`config.mk`:
```
export PLATFORM = sky130hd
export DESIGN_NAME = id_ex_pipeline_register
export DESIGN_NICKNAME = d
export VERILOG_FILES = /design/src/rtl/id_ex_pipeline_register.sv
export SDC_FILE = /design/constraint.sdc
export NUM_CORES = 1
export LEC_CHECK = 0
export BUFFER_PORTS_ARGS = -buffer_cell sky130_fd_sc_hd__buf_4
export CAP_MARGIN = 40
export CORE_UTILIZATION = 40
export CTS_CLUSTER_SIZE = 30
export DETAILED_ROUTE_END_ITERATION = 8
export PLACE_DENSITY = 0.7
export SLEW_MARGIN = 0
export SYNTH_ARGS = -nofsm -noshare
export SYNTH_HDL_FRONTEND = slang
export SYNTH_SLANG_ARGS = --single-unit
```
`constraint.sdc`:
```
create_clock -name clock -period 6 [get_ports clock]
set_clock_uncertainty 0.05 [all_clocks]
set_input_delay 1.2 -clock clock [delete_from_list [all_inputs] [get_ports clock]]
set_output_delay 1.2 -clock clock [all_outputs]
set_load 0.01 [all_outputs]
```
`src/rtl/id_ex_pipeline_register.sv`:
```
// ID/EX pipeline register bank: carries the decoded control bundle, operands, immediate
// and register indices from decode to execute through DEPTH retiming stages. It also
// supports stall (hold), flush (bubble), a valid bit, and load-use hazard detection.
// Optional macro ID_EX_PERF_COUNTERS_EN adds saturating stall/flush event counters.
module id_ex_pipeline_register #(
   parameter int unsigned DATA_W       = 32,
   parameter int unsigned CTRL_W       = 8,
   parameter int unsigned REG_ADDR_W   = 5,
   parameter int unsigned DEPTH        = 1,
   parameter int unsigned MEM_READ_BIT = 3,
   parameter int unsigned COUNT_W      = 16
) (
   input  logic                  clock,
   input  logic                  reset,
   input  logic                  stall_in,
   input  logic                  flush_in,
   input  logic                  valid_in,
   input  logic [CTRL_W-1:0]     ctrl_in,
   input  logic [DATA_W-1:0]     data_a_in,
   input  logic [DATA_W-1:0]     data_b_in,
   input  logic [DATA_W-1:0]     imm_in,
   input  logic [REG_ADDR_W-1:0] rs_in,
   input  logic [REG_ADDR_W-1:0] rt_in,
   input  logic [REG_ADDR_W-1:0] rd_in,
   output logic                  valid_out,
   output logic [CTRL_W-1:0]     ctrl_out,
   output logic [DATA_W-1:0]     data_a_out,
   output logic [DATA_W-1:0]     data_b_out,
   output logic [DATA_W-1:0]     imm_out,
   output logic [REG_ADDR_W-1:0] rs_out,
   output logic [REG_ADDR_W-1:0] rt_out,
   output logic [REG_ADDR_W-1:0] rd_out,
   output logic                  stall_req_out
`ifdef ID_EX_PERF_COUNTERS_EN
   ,
   output logic [COUNT_W-1:0]    stall_count_out,
   output logic [COUNT_W-1:0]    flush_count_out
`endif
);

   // Parameter legality is checked at elaboration so a bad configuration never builds.
   if (DEPTH < 1 || DEPTH > 4) begin : g_bad_depth
      $error("id_ex_pipeline_register: DEPTH must be in 1..4");
   end
   if (MEM_READ_BIT >= CTRL_W) begin : g_bad_mem_read_bit
      $error("id_ex_pipeline_register: MEM_READ_BIT must be below CTRL_W");
   end
   if (COUNT_W < 1) begin : g_bad_count_w
      $error("id_ex_pipeline_register: COUNT_W must be at least 1");
   end

   typedef struct packed {
      logic                  valid;
      logic [CTRL_W-1:0]     ctrl;
      logic [DATA_W-1:0]     data_a;
      logic [DATA_W-1:0]     data_b;
      logic [DATA_W-1:0]     imm;
      logic [REG_ADDR_W-1:0] rs;
      logic [REG_ADDR_W-1:0] rt;
      logic [REG_ADDR_W-1:0] rd;
   } stage_t;

   stage_t r_stage [DEPTH];
   stage_t w_load;
   stage_t w_ex;

   // Build the word captured by stage0; a non-valid instruction never carries control.
   always_comb begin
      w_load        = '0;
      w_load.valid  = valid_in;
      w_load.ctrl   = valid_in ? ctrl_in : '0;
      w_load.data_a = data_a_in;
      w_load.data_b = data_b_in;
      w_load.imm    = imm_in;
      w_load.rs     = rs_in;
      w_load.rt     = rt_in;
      w_load.rd     = rd_in;
   end

   // Stage shift with priority reset > flush > stall > load.
   always_ff @(posedge clock) begin
      if (reset || flush_in) begin
         for (int k = 0; k < int'(DEPTH); k++) begin
            r_stage[k] <= '0;
         end
      end else if (!stall_in) begin
         r_stage[0] <= w_load;
         for (int k = 1; k < int'(DEPTH); k++) begin
            r_stage[k] <= r_stage[k-1];
         end
      end
   end

   // EX-side outputs come from the last stage.
   always_comb begin
      w_ex       = r_stage[DEPTH-1];
      valid_out  = w_ex.valid;
      ctrl_out   = w_ex.ctrl;
      data_a_out = w_ex.data_a;
      data_b_out = w_ex.data_b;
      imm_out    = w_ex.imm;
      rs_out     = w_ex.rs;
      rt_out     = w_ex.rt;
      rd_out     = w_ex.rd;
   end

   // Load-use hazard: a valid load in EX whose destination rt feeds the ID instruction.
   always_comb begin
      stall_req_out = !reset && w_ex.valid && w_ex.ctrl[MEM_READ_BIT] &&
                      (w_ex.rt != '0) && ((w_ex.rt == rs_in) || (w_ex.rt == rt_in));
   end

`ifdef ID_EX_PERF_COUNTERS_EN
   logic [COUNT_W-1:0] r_stall_cnt;
   logic [COUNT_W-1:0] r_flush_cnt;

   // Saturating event counters; a stall that coincides with a flush is not a stall.
   always_ff @(posedge clock) begin
      if (reset) begin
         r_stall_cnt <= '0;
         r_flush_cnt <= '0;
      end else begin
         if (stall_in && !flush_in && (r_stall_cnt != '1)) begin
            r_stall_cnt <= r_stall_cnt + COUNT_W'(1);
         end
         if (flush_in && (r_flush_cnt != '1)) begin
            r_flush_cnt <= r_flush_cnt + COUNT_W'(1);
         end
      end
   end

   assign stall_count_out = r_stall_cnt;
   assign flush_count_out = r_flush_cnt;
`endif

endmodule

```
After elaboration in Yosys (flattened, before gate mapping):

Memory sizes are Yosys's and may differ from the RTL's.
Index checks and enable logic that the tools add are counted.

* bits in read-only memories: 0
* bits in latches: 0
* bits in registers: 0
* memories: 1
* bits in writable memories: 120

* mux-type cells: 8
* add/sub/neg operators: 0
* div/mod/pow operators: 0
* shift-type cells: 0
* bitwise logic cells: 0
* eq/ne operators: 2
* $lt $le $gt $ge: 0
* multiply operators: 0
* reductions and logical operators: 9

Memories
* r_stage: words 1, bits a word 120, rd ports 1, clocked after memory_dff 0, write ports 1, RTL line 63 `stage_t r_stage [DEPTH];`

Operator list (number)
* 2-to-1 mux 120 bit: 1
* OR reduction 120 bit: 1
* == test 5 bit: 2
* 2-to-1 mux 8 bit: 1
* 2-to-1 mux 1 bit: 6
* nonzero test 5 bit: 1
* logical AND 1 bit: 4
* logical OR 1 bit: 2
* zero test 1 bit: 1

Logic depth before layout (Yosys ltp):

* depth after elaboration: 5
* mapped depth: 4
* mapped depth without buffers: 4

Worst setup path before layout:

Ideal clock, no wire load.

* kind: input to register
* start point: in reset
* end point: mem r_stage[0][0] (netlist name) (enable)
* path buffers: 0
* arrival: 3.239 ns
* path slack: 1.647 ns
* cell stages on the path: 2
* data required time: 4.886 ns
* cell sequence: nor2_1 nand2_1

* word-level cells in the longest chain between the ends: 5
* elaborated cells between the ends (all ways): 7

RTL lines
* start: declaration: RTL line 14 `input logic reset,`
* logical OR 1 bit (*): RTL line 82 `if (reset || flush_in) begin`
* 2-to-1 mux 1 bit: RTL line 82
* 2-to-1 mux 1 bit (not written as such): RTL line 87 `r_stage[0] <= w_load;`
* OR reduction 120 bit (no source line)
* 2-to-1 mux 1 bit (no source line) (*)
* end: declaration: RTL line 63

Every way passes the cells marked *; elsewhere a longest branch is shown, timed or not.

Worst setup path in the final report:

* start point: in rt_in[1]
* end point: out stall_req_out

* word-level cells in the longest chain between the ends: 3

RTL lines
* start: declaration: RTL line 23 `input logic [REG_ADDR_W-1:0] rt_in,`
* == test 5 bit: RTL line 110 `(w_ex.rt != '0) && ((w_ex.rt == rs_in) || (w_ex.rt == rt_in));`
* logical OR 1 bit: RTL line 110
* logical AND 1 bit: RTL line 110
* end: declaration: RTL line 33 `output logic stall_req_out`

Every way passes these cells.

==> impl_metrics.tcl <==
set metrics [dict create \
    status "finished, final reports clean" \
    synth_top_area_share_pct 78.13 \
    fp.dieH_um 109.4 \
    final-setup-viol-count 0 \
    syn_inst 275 \
    yosysSeqAreaShare_pct 78.13 \
    portBuffers 244 \
    routed_wl_mm 10.48 \
    holdWs_ns 1.026 \
    post-route-period-util_pct 54.24 \
    ant_nets 0 \
    drive_gt1_share_pct 56.38 \
    first_pass_iters 4 \
    seqPwrFrac_pct 46.3 \
    drv_slew 0 \
    fin_nets 652 \
    critPathLaunchType "primary input" \
    max_freq_mhz 307.3 \
    ctsResizeCount 0 \
    die_area_um2 11960 \
    cts_made_buffers 17 \
    routedWlPerCell_um 15.39 \
    antenna_found_initial 0 \
    max-vdd-ir-drop_uv 144.3 \
    ys_ff_latch 120 \
    rows 38 \
    ys_top_cells_by_count "edfxtp_1 (120), and2_1 (81), and2_2 (31), clkbuf_2 (10), and3_1 (8)" \
    combPwrFrac_pct 9.8 \
    critPathMaxFanout 2 \
    yosysWarnings 0 \
    grt_pass1_wl_mm 14.92 \
    grt_overflow 0 \
    drv_cap 0 \
    cts_buffer_depth 2 \
    grt_usage_pct 17.24 \
    synthTopCellsByArea "edfxtp_1 (78%), and2_1 (11%), and2_2 (5.0%)" \
    fp.dieW_um 109.4 \
    finalSetupTns_ns 0 \
    io_pins 245 \
    grt_max_degree 71 \
    cts_root_buf "clkbuf_16" \
    core_area_um2 11030 \
    async_reset_ff_share_pct 0 \
    area_delta_synth_final_pct 54.69 \
    power_leakage_nw 3.349 \
    syn_avg_cell_area_um2 16.77 \
    start_util_pct 41.81 \
    syn_nets 399 \
    cts_hold_buf 0 \
    clkTransAtPathRegs_ns 0.05 \
    hp-class "primary input to register" \
    arrival_ns 2.00 \
    viasPerCell 4.486 \
    yosysMostFrequentCell "edfxtp_1" \
    worst-setup-path-type "primary input to output pin" \
    routabilityCongestion 0.7573 \
    synth-edff-count 120 \
    cts_max_level 4 \
    top_register "r_stage" \
    end_kind "output pin" \
    n_antenna_cell 0 \
    cts_tree "yes" \
    ys.flop_type "edfxtp_1" \
    crit_required_ns 4.75 \
    dp_hpwl_mm 7.441 \
    synth_area_um2 4612 \
    hold_viol 0 \
    hold_depth 2 \
    n_fill_cell 853 \
    drt-initial-drc-count 123 \
    clock-sinks 120 \
    synth_largest_area_cell "edfxtp_1" \
    rsz0062_at_grt "false" \
    power_density_nw_per_um2 300.5 \
    ys_types 17 \
    drc 0 \
    internal_power_mw 1.705 \
    netSwitchingFraction_pct 20.48 \
    vias 3055 \
    post-cts-setup-buffers 0 \
    maxSlewHeadroom_pct 48.57 \
    worstMarginPinSlew_ns 0.7715 \
    min_period_ns 3.254 \
    reg_top3 "r_stage x120" \
    clockPowerShare_pct 43.9 \
    largest_register_ffs 120 \
    grt_pass1_vias 2964 \
    switchingPower_mw 0.4391 \
]
## routing by layer
layer / share of wire [%] / track usage, % / wire (µm)
met1: 39 / 19.77 / 4067
met2: 49 / 28.17 / 5155
met3: 11 / 7.350 / 1117
met4: 1.3 / 7.524 / 138
met5: 0 / 0 / 0
## power by group through the flow
stage          clock, mW  sequential [mW]  combinational, mW
6_report           0.940            0.993              0.211
5_1_grt            0.995            0.997              0.227
4_1_cts            0.961            0.993              0.215
3_5_place_dp           0             1.01              0.214
3_3_place_gp           0             1.01              0.211
2_1_floorplan          0             1.04             0.0365
## cell families (layout without fill, tap and decap cells)
kind of cell / Yosys count / in the layout / synth area share [%]
AO/OA/AOI/OAI: 2 / 2 / 0.2168
XOR/XNOR: 10 / 10 / 1.899
buffers and inverters: 13 / 279 / 1.492
flip-flops: 120 / 120 / 78.13
AND/OR/NAND/NOR: 130 / 130 / 18.26
## stage by stage
step / util, % / instance area (µm²) / total power, mW / worst slack, ns / instances
2_1_floorplan: - / 4612 / 1.074 / 1.647 / 275
3_3_place_gp: 59.71 / 6586 / 1.219 / 2.745 / 649
3_5_place_dp: 59.71 / 6586 / 1.223 / 2.734 / 649
4_1_cts: 64.68 / 7134 / 2.168 / 2.734 / 681
5_1_grt: 64.68 / 7134 / 2.219 / 2.663 / 681
6_report: 64.68 / 7134 / 2.144 / 2.746 / 681
## layout by cell type (no fill, tap or decap)
cell	instances
buf_4	247
edfxtp_1	120
and2_1	81
and2_2	31
clkbuf_16	17
and3_1	8
xor2_1	6
clkbuf_1	5
xnor2_1	4
clkinv_2	4
nor3_1	2
nand3_1	2
nor2_1	2
bufinv_16	2
clkinv_1	2
or4_1	1
nand2_1	1
o21ai_1	1
a21oi_1	1
nand2_4	1
nor3_4	1
clkinvlp_4	1
clkinv_4	1
## layout make-up
cell class              instances  area, µm²  area share, %
clock buffers                  22      444.2          6.226
well taps                     140      175.2          2.455
clock inverters                10      103.9          1.456
flip-flops and latches        120       3603          50.51
multi-input cells             142      953.4          13.36
repair buffers                247       1854          25.99
## worst max-delay path, stage by stage
cell and delay (ns):
buf_4 0.12, xor2_1 0.13, nor3_1 0.18, nand3_1 0.09, a21oi_1 0.15, buf_4 0.14
## worst paths after layout
check	startpoint	end	slack, ns
min	data_a_in[25]	r_stage[0][104]	1.03
max	rt_in[1]	stall_req_out	2.75
No activity file was read; power rests on OpenSTA's default activity.
